<file path="src/rtl/interrupt_ack_sequencer.sv">
// CPU-side INT/INTA responder for an 8259A-compatible controller: runs the two-pulse
// acknowledge, maintains the in-service register and drives the vector. Optional AEOI via PIC_AUTO_EOI_EN.
module interrupt_ack_sequencer #(
  parameter int VECTOR_W = 5
) (
  input  logic                clk,
  input  logic                reset,
  input  logic [7:0]          interrupt,
  input  logic                inta_n,
  input  logic [VECTOR_W-1:0] vector_base,
  input  logic                auto_eoi,
  input  logic                eoi_nonspecific,
  input  logic                eoi_specific,
  input  logic [2:0]          eoi_level,
  output logic                int_out,
  output logic [7:0]          isr,
  output logic [7:0]          clear_irr,
  output logic [7:0]          data_out,
  output logic                data_out_en
);

  typedef enum logic [2:0] {
    IDLE,
    PEND,
    ACK1,
    WAIT2,
    ACK2
  } state_t;

  state_t     state;
  logic       inta_prev;
  logic       inta_fall;
  logic       inta_rise;
  logic [2:0] cur_level;
  logic       spurious;
  logic       req_valid;
  logic [2:0] req_level;
  logic       eligible;
  logic [7:0] isr_set;
  logic [7:0] eoi_clr;
  logic [7:0] aeoi_clr;

  // Bit 0 is the highest priority, so the lowest set index wins.
  function automatic logic [2:0] lowest_level(input logic [7:0] v);
    lowest_level = 3'd7;
    for (int i = 7; i >= 0; i--) begin
      if (v[i]) lowest_level = 3'(i);
    end
  endfunction

  assign inta_fall = inta_prev & ~inta_n;
  assign inta_rise = ~inta_prev & inta_n;
  assign req_valid = |interrupt;
  assign req_level = lowest_level(interrupt);

  // A request may not nest on itself or on any higher-priority level in service.
  assign eligible = ((isr & (8'hFF >> (3'd7 - req_level))) == 8'h00);

  // NOTE: every always_comb output is assigned a default first so no latch is inferred.
  always_comb begin
    isr_set = 8'h00;
    if (state == PEND && inta_fall && req_valid) isr_set = 8'h01 << req_level;
  end

  // Specific EOI outranks non-specific; x & -x isolates the lowest set ISR bit.
  always_comb begin
    eoi_clr = 8'h00;
    if (eoi_specific)         eoi_clr = 8'h01 << eoi_level;
    else if (eoi_nonspecific) eoi_clr = isr & (~isr + 8'h01);
  end

`ifdef PIC_AUTO_EOI_EN
  always_comb begin
    aeoi_clr = 8'h00;
    if (state == ACK2 && inta_rise && auto_eoi && !spurious) aeoi_clr = 8'h01 << cur_level;
  end
`else
  logic unused_aeoi;
  assign aeoi_clr    = 8'h00;
  assign unused_aeoi = auto_eoi | spurious;
`endif

  // Clears are taken from the pre-update ISR; a same-cycle set overrides them.
  // NOTE: sequential state uses non-blocking assignments so every flop samples pre-edge values.
  always_ff @(posedge clk or posedge reset) begin
    if (reset) isr <= 8'h00;
    else       isr <= (isr & ~(eoi_clr | aeoi_clr)) | isr_set;
  end

  always_ff @(posedge clk or posedge reset) begin
    if (reset) begin
      state       <= IDLE;
      inta_prev   <= 1'b1;
      cur_level   <= 3'd0;
      spurious    <= 1'b0;
      int_out     <= 1'b0;
      clear_irr   <= 8'h00;
      data_out    <= 8'h00;
      data_out_en <= 1'b0;
    end else begin
      inta_prev <= inta_n;
      clear_irr <= 8'h00;
      case (state)
        IDLE: begin
          if (req_valid && eligible) begin
            state   <= PEND;
            int_out <= 1'b1;
          end
        end
        PEND: begin
          if (inta_fall) begin
            state   <= ACK1;
            int_out <= 1'b0;
            if (req_valid) begin
              cur_level <= req_level;
              spurious  <= 1'b0;
              clear_irr <= 8'h01 << req_level;
            end else begin
              // Request vanished before the acknowledge: answer with level 7, touch nothing.
              cur_level <= 3'd7;
              spurious  <= 1'b1;
            end
          end
        end
        ACK1: begin
          if (inta_rise) state <= WAIT2;
        end
        WAIT2: begin
          if (inta_fall) begin
            state       <= ACK2;
            data_out    <= 8'({vector_base, cur_level});
            data_out_en <= 1'b1;
          end
        end
        ACK2: begin
          if (inta_rise) begin
            state       <= IDLE;
            data_out_en <= 1'b0;
          end
        end
        default: state <= IDLE;
      endcase
    end
  end

endmodule

</file>
<file path="config.mk">
export PLATFORM = sky130hd
export DESIGN_NAME = interrupt_ack_sequencer
export DESIGN_NICKNAME = d
export VERILOG_FILES = /design/src/rtl/interrupt_ack_sequencer.sv
export SDC_FILE = /design/constraint.sdc
export NUM_CORES = 1
export LEC_CHECK = 0
export CORE_ASPECT_RATIO = 2
export CORE_UTILIZATION = 30
export CTS_CLUSTER_DIAMETER = 60
export DETAILED_ROUTE_END_ITERATION = 10
export PLACE_DENSITY = 0.68
export SYNTH_ARGS = -nofsm -noshare
export SYNTH_HDL_FRONTEND = slang
export SYNTH_SLANG_ARGS = --single-unit
export TNS_END_PERCENT = 50
</file>
<file path="constraint.sdc">
create_clock -name clk -period 2.9 [get_ports clk]
set_input_delay 0.58 -clock clk [delete_from_list [all_inputs] [get_ports clk]]
set_output_delay 0.58 -clock clk [all_outputs]
set_load 0.1 [all_outputs]
</file>
==> results.cfg, run 1 <==
[power_and_ir_drop]
power_density_nw_per_um2 = 938
leakage_nw = 0.946
p_int_mw = 1.01
p_seq_frac = 0.333
power_frac_comb = 0.470
power_mw = 1.91
switching_share = 0.473
power.switching_uw = 905
pwr-share-clk = 0.197
ir_worst_vdd_mv = 0.503

[global_routing]
met2_usage = 0.293
busiest_layer = met2
grt_max_degree = 34
grt_pass1_wl_um = 5770
grt-ovfl-total = 0
met3_usage = 0.0347
grt_use_met1 = 0.148
grt_pass1_vias = 1256
grt_usage = 0.158
antenna_found_initial = 0

[drt]
drt_iter0_drc = 21
vias_per_cell = 5.13
wl_per_cell_um = 15.0
drt_pass1_iterations = 5
ant_nets = 0
wirelength_um = 3630
vias = 1241
drc_errors = 0

[floorplanning]
die_area_sq_um = 5170
die_h_um = 101
chipWidth_um = 51.3
io_pins = 48
initial_core_util = 0.315
placementRows = 35
core_area_sq_um = 4640

[worst_setup_path]
cp_max_fo = 4
end_kind = register
crit_path_start = eoi_specific
critical_path_class = input pin to register
crit_arrival_ps = 2300
cp.required_ps = 3060
start_kind = input pin
r2r_start = isr[1]

[final_layout]
multiInputGateArea_sq_um = 599
n_antenna_cell = 0
layout-drive-gt1-share = 0.316
postLayoutCoreUtil = 0.440
seqCellArea_sq_um = 827
fin_cells = 242
nFillCells = 493
num-nets-final = 208
syn_to_final_growth_pct = 39.8

[synth]
yosys-top-cells-area = dfrtp_1 55%, mux2_2 6.9%, o21ai_0 2.7%
synthArstFlopShare = 1.00
synth_edf_count = 0
yosys_register_bits = 33
syn_area_sq_um = 1460
yosysSeqAreaShare = 0.566
syn_inst = 132
yosys_warnings = 0
synth_cell_types = 39
synth_fp_nets = 154
yosysTopAreaCell = dfrtp_1
ys.flop_type = dfrtp_1
synth_area_per_cell_sq_um = 11.1
synth_top_area_frac = 0.548

[hold_path]
min_from = cur_level[1]
hold_path_class = register to register

[sta]
period_share = 0.736
worst_slew_pin_slew_ps = 512
setup_viol = 0
final.min_clock_period_ps = 2140
rsz0062_at_grt = false
drv_slew = 0
hold_viol = 0
slew_headroom = 0.656
fmax_ghz = 0.468
skew_ps = 5.16
whs_ps = 485
fin_tns_setup_ps = 0

[clocking]
cts_made_buffers = 5
root_buffer = clkbuf_8
cts_resized = 0
path_clk_slew_ps = 70
post_cts_buffers = 0
ctsHoldBuffers = 0
clock_path_buffers = 2
insertion_delay_ps = 280
tritoncts = yes
clock-sinks = 33
htreeDepth = 2

[placement]
hpwl_um = 2870
place_inst = 234
portBuffers = 46
place.gp.congestion = 0.826

[status]
outcome = complete, no violations

[run]
timing.max_cap.violations = 0
-- synth_stat cells, drive strengths merged (2+ instances only) --
cell / instances
inv: 7
and3: 3
nand3: 2
a31o: 5
or2: 2
or3: 3
nand2: 10
o21ai: 11
o31ai: 2
nor4: 4
or4: 2
nor3: 6
dfrtp: 32
a21oi: 3
clkbuf: 2
mux2: 9
nand2b: 5
nor2: 8
-- cell families (layout without fill, tap and decap cells) --
group                  after synthesis  after routing  synth area share
flip-flops                          33             33             0.566
buffers and inverters                9             64            0.0231
AND/OR/NAND/NOR                     50             50             0.192
multiplexers                         9              9            0.0694
XOR/XNOR                             1              1           0.00600
AO/OA/AOI/OAI                       30             30             0.143
-- sequential cells by signal, indices dropped and copies added (netlist names) --
signal	count
cur_level	3
isr	8
int_out	1
data_out_en	1
clear_irr	8
data_out	8
inta_prev	1
state	3
-- routing by layer --
metal	vias to the layer above	routed length, um
met2	40	2110
met5	-	0
met4	0	110
met3	8	135
li1	593	-
met1	600	1280
-- worst max-delay path: stages --
cell and delay [ps]:
clkdlybuf4s50_1 460, or4b_4 540, or4_4 460, o221ai_2 170, o41ai_1 90
-- through the flow --
stage | cell area (sq um) | worst slack, ps
2_1_floorplan | 1460 | 660
3_3_place_gp | 1940 | 471
4_1_cts | 2040 | 769
3_5_place_dp | 1940 | 467
5_1_grt | 2040 | 568
6_report | 2040 | 765
-- power by group through the flow --
stage	registers [mW]	logic [mW]	clock network (mW)
floorplan	1.14	0.198	0
global placement	0.641	0.900	0
detailed placement	0.647	0.905	0
CTS	0.638	0.906	0.388
global route	0.654	0.938	0.408
finish	0.636	0.900	0.377
-- cell type report --
cell class,count,share of cell area
multi-input cells,90,0.294
inverters,7,0.0129
flip-flops and latches,33,0.405
well taps,55,0.0337
clock buffers,7,0.0472
repair buffers,49,0.205
clock inverters,1,0.00245
-- placed cells by master, fill, tap and decap left out, drive strengths merged, types with 2 or more instances in the layout --
cell type	synthesis	routed
dfrtp	32	32
buf	0	29
clkdlybuf4s50	0	20
o21ai	11	11
nand2	10	10
mux2	9	9
nor2	8	8
clkbuf	2	7
inv	7	7
nor3	6	6
nand2b	5	5
a31o	5	5
nor4	4	4
a21oi	3	3
or3	3	3
and3	3	3
nand3	2	2
o31ai	2	2
or2	2	2
or4	2	2
-- path summary, 6_finish.rpt --
path                                end  slack, ps  depth (start not counted)
setup / recovery                 isr[6]        760                          5
max in group asynchronous     inta_prev       1880                          3
min in group asynchronous  clear_irr[7]        680                          3
hold / removal             cur_level[1]        480                          2
hold reg to reg            cur_level[1]        480                          2
setup reg to reg                 isr[6]       1060                          4
No activity file was read; power rests on OpenSTA's default activity.
==> run 2: changes to the inputs <==
- PLACE_DENSITY: 0.68 -> 0.7
- clock period: 2.9 -> 1.92 ns (I/O delays scaled with it)
==> results.cfg, run 2 (synthesis gave the netlist of run 1 again) <==
[global_routing]
grt_usage = 0.167
grt-ovfl-total = 0
grt_max_degree = 34
grt_pass1_wl_um = 6280
grt_pass1_vias = 1325
antenna_found_initial = 0

[worst_setup_path]
end_kind = register
slowest_stage = or4b_4
crit_chain = clkdlybuf4s50_1 -> or4b_4 -> or4_4 -> o221ai_2 -> o41ai_1
crit_arrival_ps = 2070
cp_max_fo = 3
critPathMaxStageDelay_ps = 480
ff2ff_path_depth = 4
cpLargestDelayFamily = simple AND/OR/NAND/NOR gates
path_buf_inv = 1
critical_path_class = input pin to register
r2r_slack_ps = 50
start_kind = input pin
cp.required_ps = 2080
cp.depth = 5

[sta]
worst_slew_pin_slew_ps = 410
setup_viol = 0
slew_headroom = 0.726
whs_ps = 479
skew_ps = 6.92
fin_ws_ps = 5.75
final.min_clock_period_ps = 1910
hold_viol = 0
fmax_ghz = 0.522
drv_slew = 0
period_share = 0.997
rsz0062_at_grt = true

[run]
timing.max_cap.violations = 0

[clocking]
path_clk_slew_ps = 60
root_buffer = clkbuf_8
cts_made_buffers = 5
clock-sinks = 33
ctsHoldBuffers = 0
clock_path_buffers = 2
htreeDepth = 2
insertion_delay_ps = 280
tritoncts = yes

[final_layout]
syn_to_final_growth_pct = 61.0
multiInputGateArea_sq_um = 604
n_antenna_cell = 0
num-nets-final = 232
layout-drive-gt1-share = 0.403
top_regs = clear_irr: 8 flops, data_out: 8 flops, isr: 8 flops
finish.instance_area_sq_um = 2350
postLayoutCoreUtil = 0.506
fin_cells = 266
seqCellArea_sq_um = 835
nFillCells = 445
final_common_cell = buf_4
layout_common_cells = 42 x buf_4, 30 x dfrtp_1, 19 x clkdlybuf4s50_1

[drt]
wirelength_um = 3890
wl_per_cell_um = 14.6
vias_per_cell = 5.03
drc_errors = 0
ant_nets = 0
vias = 1338
drt_iter0_drc = 15
drt_pass1_iterations = 4

[power_and_ir_drop]
power_density_nw_per_um2 = 1260
ir_worst_vdd_mv = 0.732
leakage_nw = 1.09

[placement]
place.gp.congestion = 0.925
placed_area_sq_um = 2260
dp_slack_ps = -302
place_inst = 258
portBuffers = 46
hpwl_um = 3040

[floorplanning]
die_area_sq_um = 5170
chipWidth_um = 51.3
core_area_sq_um = 4640
io_pins = 48
initial_core_util = 0.315
placementRows = 35
die_h_um = 101

[status]
outcome = complete, no violations

[hold_path]
hold_depth = 2
hold_path_class = register to register
run 2: path summary, 6_finish.rpt:
path / end / from
max: isr[6] / eoi_nonspecific
min: cur_level[2] / cur_level[2]
max reg2reg: isr[6] / isr[0]
min reg2reg: cur_level[2] / cur_level[2]
max in group asynchronous: inta_prev / reset
min in group asynchronous: data_out[5] / reset
run 2: worst reg2reg max path, cell delays in order, from the launching register on:
cell	delay, ps
dfrtp_4	470
or4b_4	530
or4_4	470
o221ai_2	180
o41ai_1	90
run 2: area by class of cell:
class / count / area share
Clock buffer: 6 / 0.0309
Clock inverter: 2 / 0.00426
Inverter: 7 / 0.0112
Multi-Input combinational cell: 90 / 0.257
Sequential cell: 33 / 0.355
Tap cell: 55 / 0.0293
Timing Repair Buffer: 73 / 0.312
run 2: report_power, final:
part / switching, mW / internal, mW
Sequential: 0.113 / 0.856
Combinational: 1.04 / 0.469
Clock: 0.242 / 0.251
run 2: through the flow:
step                setup TNS (ps)  power, mW
floorplan                     -125       2.02
global placement             -1490       2.48
detailed placement           -1490       2.50
CTS                              0       2.99
global route                 -58.4       3.10
finish                           0       2.97
run 2: routing by layer:
layer,wire (um),GRT usage,vias to the layer above,share of wire
li1,-,-,642,-
met1,1400,0.170,637,0.36
met2,2140,0.312,45,0.55
met3,154,0.0271,14,0.040
met4,194,0.0873,0,0.050
met5,0,0,-,0
run 2: timing repair:
action,in CTS,in global routing
setup endpoints to repair,1,2
setup buffers,0,0
pin swaps,0,0
gates resized for setup,1,1
==> run 3: changes to the inputs <==
- PLACE_DENSITY: 0.7 -> not set
- PLACE_DENSITY_LB_ADDON: not set -> 0.08
==> results.cfg, run 3 (synthesis gave the netlist of run 1 again) <==
[floorplanning]
placementRows = 35
core_area_sq_um = 4640
io_pins = 48
die_area_sq_um = 5170
die_h_um = 101
chipWidth_um = 51.3
initial_core_util = 0.315

[final_layout]
finish.instance_area_sq_um = 2350
nFillCells = 455
final_common_cell = buf_4
seqCellArea_sq_um = 835
postLayoutCoreUtil = 0.506
n_antenna_cell = 0
layout-drive-gt1-share = 0.403
layout_common_cells = 37 x buf_4, 30 x dfrtp_1, 19 x clkdlybuf4s50_1
top_regs = clear_irr: 8 flops, data_out: 8 flops, isr: 8 flops
multiInputGateArea_sq_um = 617
syn_to_final_growth_pct = 60.8
num-nets-final = 227

[global_routing]
grt_max_degree = 34
grt_pass1_vias = 1341
grt_pass1_wl_um = 6250
grt-ovfl-total = 0
antenna_found_initial = 0
grt_usage = 0.168

[worst_setup_path]
critPathMaxStageDelay_ps = 480
start_kind = input pin
cp.required_ps = 2080
cp_max_fo = 3
end_kind = register
ff2ff_path_depth = 4
critical_path_class = input pin to register
slowest_stage = or4b_4
crit_arrival_ps = 2070
crit_chain = clkdlybuf4s50_1 -> or4b_4 -> or4_4 -> o221ai_2 -> o41ai_1

[sta]
rsz0062_at_grt = true
period_share = 0.997
drv_slew = 0
skew_ps = 2.31
setup_viol = 0
fmax_ghz = 0.522
worst_slew_pin_slew_ps = 429
final.min_clock_period_ps = 1920
slew_headroom = 0.714
hold_viol = 0

[clocking]
post_cts_buffers = 0
clock-sinks = 33
tritoncts = yes
insertion_delay_ps = 280
path_clk_slew_ps = 70
ctsHoldBuffers = 0
root_buffer = clkbuf_8
cts_made_buffers = 5
clock_path_buffers = 2
htreeDepth = 2

[drt]
wirelength_um = 3940
vias_per_cell = 5.08
drt_iter0_drc = 15
wl_per_cell_um = 15.1
ant_nets = 0
vias = 1325
drc_errors = 0
drt_pass1_iterations = 4

[power_and_ir_drop]
power_density_nw_per_um2 = 1310
leakage_nw = 1.08
ir_worst_vdd_mv = 0.941

[placement]
place.gp.congestion = 0.766
hpwl_um = 3060
placed_area_sq_um = 2230
portBuffers = 46

[hold_path]
hold_path_class = register to register
hold_depth = 2

[run]
timing.max_cap.violations = 0

[status]
outcome = complete, no violations
[run 3: through the flow]
step           total power, mW  setup WS (ps)  TNS (ps)  hold WS, ps  cells
2_1_floorplan             2.02          -74.7      -125          388    132
3_3_place_gp              2.49           -301     -1570          464    253
3_5_place_dp              2.51           -330     -1640          471    253
4_1_cts                   3.09          -37.5     -37.5          487    261
5_1_grt                   3.20          -20.3     -20.3          519    261
6_report                  3.07           4.93         0          481    261
[run 3: worst paths after layout]
check,start,endpoint,slack [ps]
worst max register to register,isr[0],isr[6],40
worst min register to register,cur_level[2],cur_level[2],480
worst max-delay path,eoi_nonspecific,isr[6],5
min in group asynchronous,reset,data_out[6],490
worst min-delay path,cur_level[2],cur_level[2],480
max in group asynchronous,reset,isr[1],1080
[run 3: worst max-delay path: cells and delay by family]
family / cells / cell delay (ps)
buffers and inverters: 1 / 470
AOI/OAI and AO/OA: 2 / 270
and+or+nand+nor: 2 / 950
[run 3: report_power, final]
group	internal, mW	switching, mW	leakage (nW)	total (mW)
Clock	0.324	0.250	0.0542	0.574
Sequential	0.856	0.121	0.425	0.976
Combinational	0.481	1.04	0.604	1.52
Total	1.66	1.41	1.08	3.07
[run 3: layout make-up]
cell class	count	share of cell area
Inverter	7	0.0112
Timing Repair Buffer	68	0.298
Clock inverter	1	0.00213
Multi-Input combinational cell	90	0.263
Sequential cell	33	0.355
Tap cell	55	0.0293
Clock buffer	7	0.0410
[run 3: per-layer routing]
layer,global-route usage,up-vias,share of wire
li1,-,632,-
met1,0.167,623,0.36
met2,0.305,55,0.54
met3,0.0302,15,0.049
met4,0.108,0,0.052
met5,0,-,0
[run 3: what timing repair did]
item	in CTS	in global routing
endpoints found under the hold margin	0	0
gates resized for setup	0	4
endpoints found under the setup margin	1	3
